## src/rtl/mul_red_sched.sv

```systemverilog
// Round-robin issue scheduler sharing one mul_Red_0 multiplier between two requesters.
// Tracks in-flight ops with a tag pipe and steers results into credit-protected response FIFOs.
module mul_red_sched #(
    parameter int MUL_LAT    = 4,
    parameter int FIFO_DEPTH = 4
) (
    input  logic        clk,
    input  logic        rst,
    input  logic        cfg_intt,
    input  logic [1:0]  req_valid,
    output logic [1:0]  req_ready,
    input  logic [97:0] req_data,
    output logic [1:0]  rsp_valid,
    input  logic [1:0]  rsp_ready,
    output logic [47:0] rsp_data,
    output logic [23:0] mul_A,
    output logic [23:0] mul_w,
    output logic [1:0]  mul_sel_a,
    output logic        mul_red_mode,
    input  logic [23:0] mul_result,
    output logic        busy
);
    localparam int DATA_W = 24;
    localparam int REQ_W  = 2 * DATA_W + 1;
    localparam int PW     = $clog2(FIFO_DEPTH);
    localparam int CW     = PW + 1;
    localparam int TAGS   = MUL_LAT + 2;

    typedef struct packed {
        logic vld;
        logic id;
        logic mode;
    } tag_t;

    logic              intt_mode;
    logic              ptr;
    logic              pipe_busy;
    logic              mode_pending;
    logic              any_gnt;
    logic              gnt_id;
    logic [1:0]        elig;
    logic [1:0]        grant;
    logic [1:0]        retire;
    logic [1:0]        pop;
    logic [REQ_W-1:0]  req_sel;
    tag_t              tag_in;
    tag_t              tail;
    tag_t              tag_p [TAGS];
    logic [DATA_W-1:0] a_p0;
    logic [DATA_W-1:0] a_p1;
    logic [DATA_W-1:0] w_p0;
    logic [CW-1:0]     inflight [2];
    logic [CW-1:0]     count    [2];
    logic [CW:0]       occ      [2];
    logic [PW-1:0]     wr_ptr   [2];
    logic [PW-1:0]     rd_ptr   [2];
    logic [DATA_W-1:0] mem      [2][FIFO_DEPTH];

    always_comb begin
        pipe_busy = 1'b0;
        for (int k = 0; k < TAGS; k++) begin
            pipe_busy = pipe_busy | tag_p[k].vld;
        end
    end

    // A pending cfg_intt change blocks issue until the tag pipe is empty and the mode flips.
    assign mode_pending = (cfg_intt != intt_mode);

    always_comb begin
        for (int i = 0; i < 2; i++) begin
            occ[i]  = (CW + 1)'(count[i]) + (CW + 1)'(inflight[i]);
            elig[i] = rst && req_valid[i] && !mode_pending && (occ[i] < (CW + 1)'(FIFO_DEPTH));
        end
    end

    always_comb begin
        grant  = '0;
        gnt_id = ptr;
        if (elig[ptr]) begin
            grant[ptr] = 1'b1;
            gnt_id     = ptr;
        end else if (elig[!ptr]) begin
            grant[!ptr] = 1'b1;
            gnt_id      = !ptr;
        end
    end

    assign any_gnt   = |grant;
    assign req_ready = grant;
    assign req_sel   = gnt_id ? req_data[2*REQ_W-1:REQ_W] : req_data[REQ_W-1:0];

    always_comb begin
        tag_in = '0;
        if (any_gnt) begin
            tag_in.vld  = 1'b1;
            tag_in.id   = gnt_id;
            tag_in.mode = req_sel[REQ_W-1];
        end
    end

    // Stage p0: operand issue; p1 delays A by one cycle for INTT sessions
    always_ff @(posedge clk or negedge rst) begin
        if (!rst) begin
            a_p0      <= '0;
            a_p1      <= '0;
            w_p0      <= '0;
            ptr       <= 1'b0;
            intt_mode <= 1'b0;
        end else begin
            a_p0 <= any_gnt ? req_sel[2*DATA_W-1:DATA_W] : '0;
            w_p0 <= any_gnt ? req_sel[DATA_W-1:0] : '0;
            a_p1 <= a_p0;
            if (any_gnt) begin
                ptr <= !gnt_id;
            end
            if (!pipe_busy) begin
                intt_mode <= cfg_intt;
            end
        end
    end

    // Tag pipe: tag_p[k] is visible k+1 cycles after the grant
    always_ff @(posedge clk or negedge rst) begin
        if (!rst) begin
            for (int k = 0; k < TAGS; k++) begin
                tag_p[k] <= '0;
            end
        end else begin
            tag_p[0] <= tag_in;
            for (int k = 1; k < TAGS - 1; k++) begin
                tag_p[k] <= tag_p[k-1];
            end
            // The extra stage only carries tags in INTT; otherwise a retired tag could retire twice.
            tag_p[TAGS-1] <= intt_mode ? tag_p[TAGS-2] : '0;
        end
    end

    assign mul_A        = intt_mode ? a_p1 : a_p0;
    assign mul_w        = w_p0;
    assign mul_sel_a    = intt_mode ? 2'b10 : 2'b00;
    assign tail         = intt_mode ? tag_p[TAGS-1] : tag_p[TAGS-2];
    assign mul_red_mode = tail.vld & tail.mode;

    always_comb begin
        for (int i = 0; i < 2; i++) begin
            retire[i]    = tail.vld && (tail.id == 1'(i));
            rsp_valid[i] = (count[i] != '0);
            pop[i]       = rsp_ready[i] && rsp_valid[i];
        end
    end

    // Result stage: counters net grant/retire/pop in one update
    always_ff @(posedge clk or negedge rst) begin
        if (!rst) begin
            for (int i = 0; i < 2; i++) begin
                inflight[i] <= '0;
                count[i]    <= '0;
                wr_ptr[i]   <= '0;
                rd_ptr[i]   <= '0;
            end
        end else begin
            for (int i = 0; i < 2; i++) begin
                inflight[i] <= inflight[i] + CW'(grant[i]) - CW'(retire[i]);
                count[i]    <= count[i] + CW'(retire[i]) - CW'(pop[i]);
                wr_ptr[i]   <= wr_ptr[i] + PW'(retire[i]);
                rd_ptr[i]   <= rd_ptr[i] + PW'(pop[i]);
            end
        end
    end

    always_ff @(posedge clk) begin
        for (int i = 0; i < 2; i++) begin
            if (retire[i]) begin
                mem[i][wr_ptr[i]] <= mul_result;
            end
        end
    end

    always_ff @(posedge clk) begin
        for (int i = 0; i < 2; i++) begin
            if (rst && retire[i] && !pop[i]) begin
                assert (count[i] != CW'(FIFO_DEPTH));
            end
        end
    end

    always_comb begin
        rsp_data = '0;
        for (int i = 0; i < 2; i++) begin
            if (rsp_valid[i]) begin
                rsp_data[DATA_W*i +: DATA_W] = mem[i][rd_ptr[i]];
            end
        end
    end

    assign busy = pipe_busy | (|rsp_valid);

endmodule

```

## config.mk

```make
export PLATFORM = sky130hd
export DESIGN_NAME = mul_red_sched
export DESIGN_NICKNAME = d
export VERILOG_FILES = /design/src/rtl/mul_red_sched.sv
export SDC_FILE = /design/constraint.sdc
export NUM_CORES = 1
export LEC_CHECK = 0
export ABC_AREA = 1
export CAP_MARGIN = 20
export CORE_ASPECT_RATIO = 0.8
export CORE_MARGIN = 4
export CORE_UTILIZATION = 52
export DETAILED_ROUTE_END_ITERATION = 8
export HOLD_SLACK_MARGIN = 0.12
export PLACE_DENSITY_LB_ADDON = 0.08
export REMOVE_ABC_BUFFERS = 1
export SETUP_SLACK_MARGIN = 0.5
export SKIP_CTS_REPAIR_TIMING = 1
export SLEW_MARGIN = 20
export SYNTH_ARGS = -nofsm -noshare
export SYNTH_HDL_FRONTEND = slang
export SYNTH_SLANG_ARGS = --single-unit
```

## constraint.sdc

```tcl
create_clock -name clk -period 4.38 [get_ports clk]
set_input_delay 0.876 -clock clk [delete_from_list [all_inputs] [get_ports clk]]
set_output_delay 0.876 -clock clk [all_outputs]
set_load 0.05 [all_outputs]
```

==> flow_summary.html <==
<table>
<tr><th>Metric</th><th>Value</th></tr>
<tr><th colspan="2">Routing</th></tr>
<tr><td>Routed wire per std cell</td><td>17.0 µm</td></tr>
<tr><td>Number of vias after detailed routing</td><td>9,111</td></tr>
<tr><td>Detailed Route WL</td><td>30.1 mm</td></tr>
<tr><td>Post-DRT Antenna Nets</td><td>0</td></tr>
<tr><td>Number of iterations in the first detailed-routing pass</td><td>5</td></tr>
<tr><td>Number of vias per cell</td><td>5.14</td></tr>
<tr><td>DRC violations left</td><td>0</td></tr>
<tr><td>Iteration-0 DRC Markers</td><td>698</td></tr>
<tr><th colspan="2">Power</th></tr>
<tr><td>Sequential Power Share</td><td>30.8%</td></tr>
<tr><td>Static leakage power</td><td>7.25 nW</td></tr>
<tr><td>Net Sw Frac</td><td>43.2%</td></tr>
<tr><td>Power Dens Cells</td><td>740 nW/µm²</td></tr>
<tr><td>Clock network fraction of design power</td><td>21.2%</td></tr>
<tr><td>Total Power Consumption</td><td>0.0121 W</td></tr>
<tr><td>Worst vdd rail ir drop</td><td>0.481 mV</td></tr>
<tr><td>Cell Int Power</td><td>0.00685 W</td></tr>
<tr><td>Net switching power</td><td>0.00522 W</td></tr>
<tr><td>Combinational Power Share</td><td>48.0%</td></tr>
<tr><th colspan="2">Place</th></tr>
<tr><td>Worst setup timing slack at the placement stage</td><td>1.05 ns</td></tr>
<tr><td>Routability congestion estimate from global placement</td><td>0.781</td></tr>
<tr><td>Count of port buffers added during placement</td><td>231</td></tr>
<tr><td>Final HPWL DP</td><td>18.9 mm</td></tr>
<tr><td>Total placed instance area</td><td>15,300 µm²</td></tr>
<tr><td>Instance count after placement with tap cells included</td><td>1,716</td></tr>
<tr><th colspan="2">Worst setup path</th></tr>
<tr><td>Startpoint-to-endpoint class of the critical path</td><td>reg2out</td></tr>
<tr><td>Startpoint of the worst-slack reg-to-reg timing path</td><td>intt_mode</td></tr>
<tr><td>Biggest fanout along the worst timing path</td><td>24</td></tr>
<tr><td>Setup slack, reg-to-reg</td><td>1.78 ns</td></tr>
<tr><td>Longest individual stage delay on the worst path</td><td>0.80 ns</td></tr>
<tr><td>Arr. time, crit path</td><td>2.86 ns</td></tr>
<tr><td>Worst reg2reg path endpoint</td><td>inflight[5]</td></tr>
<tr><td>Slowest cell on the critical path</td><td>inv_1</td></tr>
<tr><td>Cell class contributing the biggest share of worst-path delay</td><td>buffers and inverters</td></tr>
<tr><td>CP bufs+invs</td><td>2</td></tr>
<tr><td>Kind of end point of the critical path</td><td>output pin</td></tr>
<tr><td>Required @ worst endpoint</td><td>3.50 ns</td></tr>
<tr><td>Ordered cell list for the critical path</td><td>inv_1 &gt; nor2_1 &gt; o21ai_0 &gt; a21oi_1 &gt; clkdlybuf4s50_1</td></tr>
<tr><td>Startpoint types</td><td>register</td></tr>
<tr><td>Number of cell instances on the worst register-to-register path</td><td>10</td></tr>
<tr><th colspan="2">GRT</th></tr>
<tr><td>Overall track demand over capacity in global routing</td><td>22.0%</td></tr>
<tr><td>Overall overflow remaining after global route</td><td>0</td></tr>
<tr><td>Number of antenna violations at the first check in global routing</td><td>0</td></tr>
<tr><td>Number of global-route vias before repair</td><td>8,686</td></tr>
<tr><td>Pin count of the biggest net entering global routing</td><td>67</td></tr>
<tr><td>Wire length of the first global-routing pass</td><td>47.0 mm</td></tr>
<tr><th colspan="2">Finish</th></tr>
<tr><td>Area growth syn-to-layout</td><td>28.8%</td></tr>
<tr><td>Final cell count without fillers</td><td>1,772</td></tr>
<tr><td>Most frequent cells in the layout</td><td>clkdlybuf4s50_1, nor2_1, nand2_1</td></tr>
<tr><td>NumNets Final</td><td>1,585</td></tr>
<tr><td>Core utilization of the finished layout</td><td>68.8%</td></tr>
<tr><td>Most frequent standard cell in the layout excluding fill and tap cells</td><td>clkdlybuf4s50_1</td></tr>
<tr><td>Final design area excluding fillers</td><td>16,300 µm²</td></tr>
<tr><td>Fraction of layout cells with a size suffix above 1</td><td>6.24%</td></tr>
<tr><th colspan="2">Clock network</th></tr>
<tr><td>CTS tree</td><td>done</td></tr>
<tr><td>Clock Path Buffers</td><td>3</td></tr>
<tr><td>H-tree depth</td><td>1</td></tr>
<tr><td>Clk Tree Root Cell</td><td>clkbuf_16</td></tr>
<tr><td>Clock insertion delay at the later pin of the skew report</td><td>0.54 ns</td></tr>
<tr><td>CTS sink cnt</td><td>304</td></tr>
<tr><td>Num CTS Buffers</td><td>30</td></tr>
<tr><td>Clock transition at the registers of the reported paths</td><td>0.06 ns</td></tr>
<tr><th colspan="2">Die</th></tr>
<tr><td>Standard-cell row count</td><td>50</td></tr>
<tr><td>I/O pin cnt</td><td>233</td></tr>
<tr><td>Overall die width</td><td>183 µm</td></tr>
<tr><td>Placeable core area</td><td>23,700 µm²</td></tr>
<tr><td>Initial cell density of the core</td><td>53.4%</td></tr>
<tr><td>Die outline height</td><td>148 µm</td></tr>
<tr><td>Die area</td><td>26,900 µm²</td></tr>
<tr><th colspan="2">Timing</th></tr>
<tr><td>Crit path setup slack, layout</td><td>0.641 ns</td></tr>
<tr><td>RSZ-0062 raised after global routing</td><td>false</td></tr>
<tr><td>Max Clk Rate</td><td>0.267 GHz</td></tr>
<tr><td>Max-slew headroom at the worst pin</td><td>26.2%</td></tr>
<tr><td>Total setup violations reported at the end of the flow</td><td>0</td></tr>
<tr><td>Final period util</td><td>85.4%</td></tr>
<tr><td>Count of final max-slew check failures</td><td>0</td></tr>
<tr><td>Least-Margin Pin Slew</td><td>1.11 ns</td></tr>
<tr><td>Shortest clock period the worst path allows after layout</td><td>3.74 ns</td></tr>
<tr><td>Count of final hold-check violations</td><td>0</td></tr>
<tr><td>Worst clock skew</td><td>0.0117 ns</td></tr>
<tr><th colspan="2">Yosys</th></tr>
<tr><td>Number of enable flip-flop cells after synthesis</td><td>192</td></tr>
<tr><td>Synthesized area per cell</td><td>10.4 µm²</td></tr>
<tr><td>Number of cells produced by synthesis</td><td>1,217</td></tr>
<tr><td>Most common flop cell mapped by yosys</td><td>edfxtp_1</td></tr>
<tr><td>Async S/R FF share, synth</td><td>36.8%</td></tr>
<tr><td>Number of synthesis warnings</td><td>0</td></tr>
<tr><td>Synthesized area</td><td>12,700 µm²</td></tr>
<tr><td>Portion of the post-synthesis area used by sequential elements</td><td>67.6%</td></tr>
<tr><td>Flops &amp; latches, synth</td><td>304</td></tr>
<tr><td>Distinct cells, synth</td><td>24</td></tr>
<tr><th colspan="2">Worst hold path</th></tr>
<tr><td>Path class of the lowest-slack min-delay path</td><td>in2async</td></tr>
<tr><th colspan="2">Flow run</th></tr>
<tr><td>Max capacitance violation total</td><td>0</td></tr>
<tr><th colspan="2">Status</th></tr>
<tr><td>Status</td><td>completed</td></tr>
</table>
==> sequential cells by signal, summed over array words and instances (netlist names) <==
signal and flops:
inflight 6, wr_ptr 4, count 6, mem 192, a_p1 24, tag_p 18, rd_ptr 4, mul_w 24
ptr 1, a_p0 24, intt_mode 1
==> through the flow <==
| step | setup TNS [ns] | hold WS [ns] |
|---|---|---|
| floorplan | -2.77 | 0.331 |
| global placement | 0 | 0.332 |
| detailed placement | 0 | 0.336 |
| CTS | 0 | 0.211 |
| global route | 0 | 0.217 |
| finish | 0 | 0.219 |
==> cells in the mapped netlist (5+ instances only) <==
| master | count | area (µm²) |
|---|---|---|
| nor2_1 | 206 | 773 |
| nand2_1 | 198 | 743 |
| edfxtp_1 | 192 | 5770 |
| inv_1 | 138 | 518 |
| dfrtp_1 | 112 | 2800 |
| nand3_1 | 101 | 505 |
| o21ai_0 | 101 | 505 |
| a21oi_1 | 48 | 240 |
| clkbuf_1 | 35 | 131 |
| ha_1 | 16 | 200 |
| buf_2 | 15 | 75.1 |
| nor3_1 | 10 | 50.1 |
| buf_4 | 9 | 67.6 |
| buf_1 | 8 | 30.0 |
| xnor2_1 | 7 | 61.3 |
| xor2_1 | 5 | 43.8 |
==> how the worst max path moves through the flow <==
stage          startpoint           end  slack, ns  cells after the start
6_report        rd_ptr[1]  rsp_data[40]       0.64                      5
3_5_place_dp    rd_ptr[0]  rsp_data[27]       1.05                      5
4_1_cts         rd_ptr[0]  rsp_data[27]       0.46                      5
2_1_floorplan   intt_mode   inflight[2]      -0.80                     10
5_1_grt         rd_ptr[1]  rsp_data[27]       0.50                      5
3_3_place_gp    rd_ptr[0]  rsp_data[37]       1.10                      5
==> area by class of cell <==
class | count | area, µm²
tap | 312 | 390
sequential | 304 | 8570
multi-input combinational | 705 | 3330
timing repair buffer | 254 | 2490
clock buffer | 41 | 865
inverter | 141 | 533
clock inverter | 14 | 146
fill | 1817 | 7390
antenna | 1 | 2.50
==> kinds of logic after synthesis <==
| group | share of synthesized area (%) |
|---|---|
| simple gates | 16.8 |
| fa+ha+maj | 2.21 |
| other cells | 0.0296 |
| flops | 67.6 |
| xor+xnor | 0.830 |
| buf+inv | 6.58 |
| compound gates | 5.89 |
==> power groups by stage <==
stage	clock network, W	registers [W]	logic [W]
6_report	0.00256	0.00372	0.00579
3_5_place_dp	0	0.00377	0.00580
3_3_place_gp	0	0.00375	0.00575
4_1_cts	0.00262	0.00372	0.00584
2_1_floorplan	0	0.00414	0.00335
5_1_grt	0.00275	0.00377	0.00625
==> routing by layer <==
metal  track usage, %  part of all wire [%]
met1             30.2                    43
met2             34.7                    46
met3             5.90                   8.6
met4             6.49                   2.5
met5                0                     0
==> worst reg2reg max path, stage by stage (launching register included) <==
cell and delay, ns:
dfrtp_1 0.38, inv_2 0.41, or2_1 0.18, o21ai_0 0.10, nand2_1 0.23, inv_1 0.13, ha_1 0.29, inv_1 0.04
ha_1 0.19, fa_1 0.38, xor2_1 0.16
(Power assumes the default switching activity.)
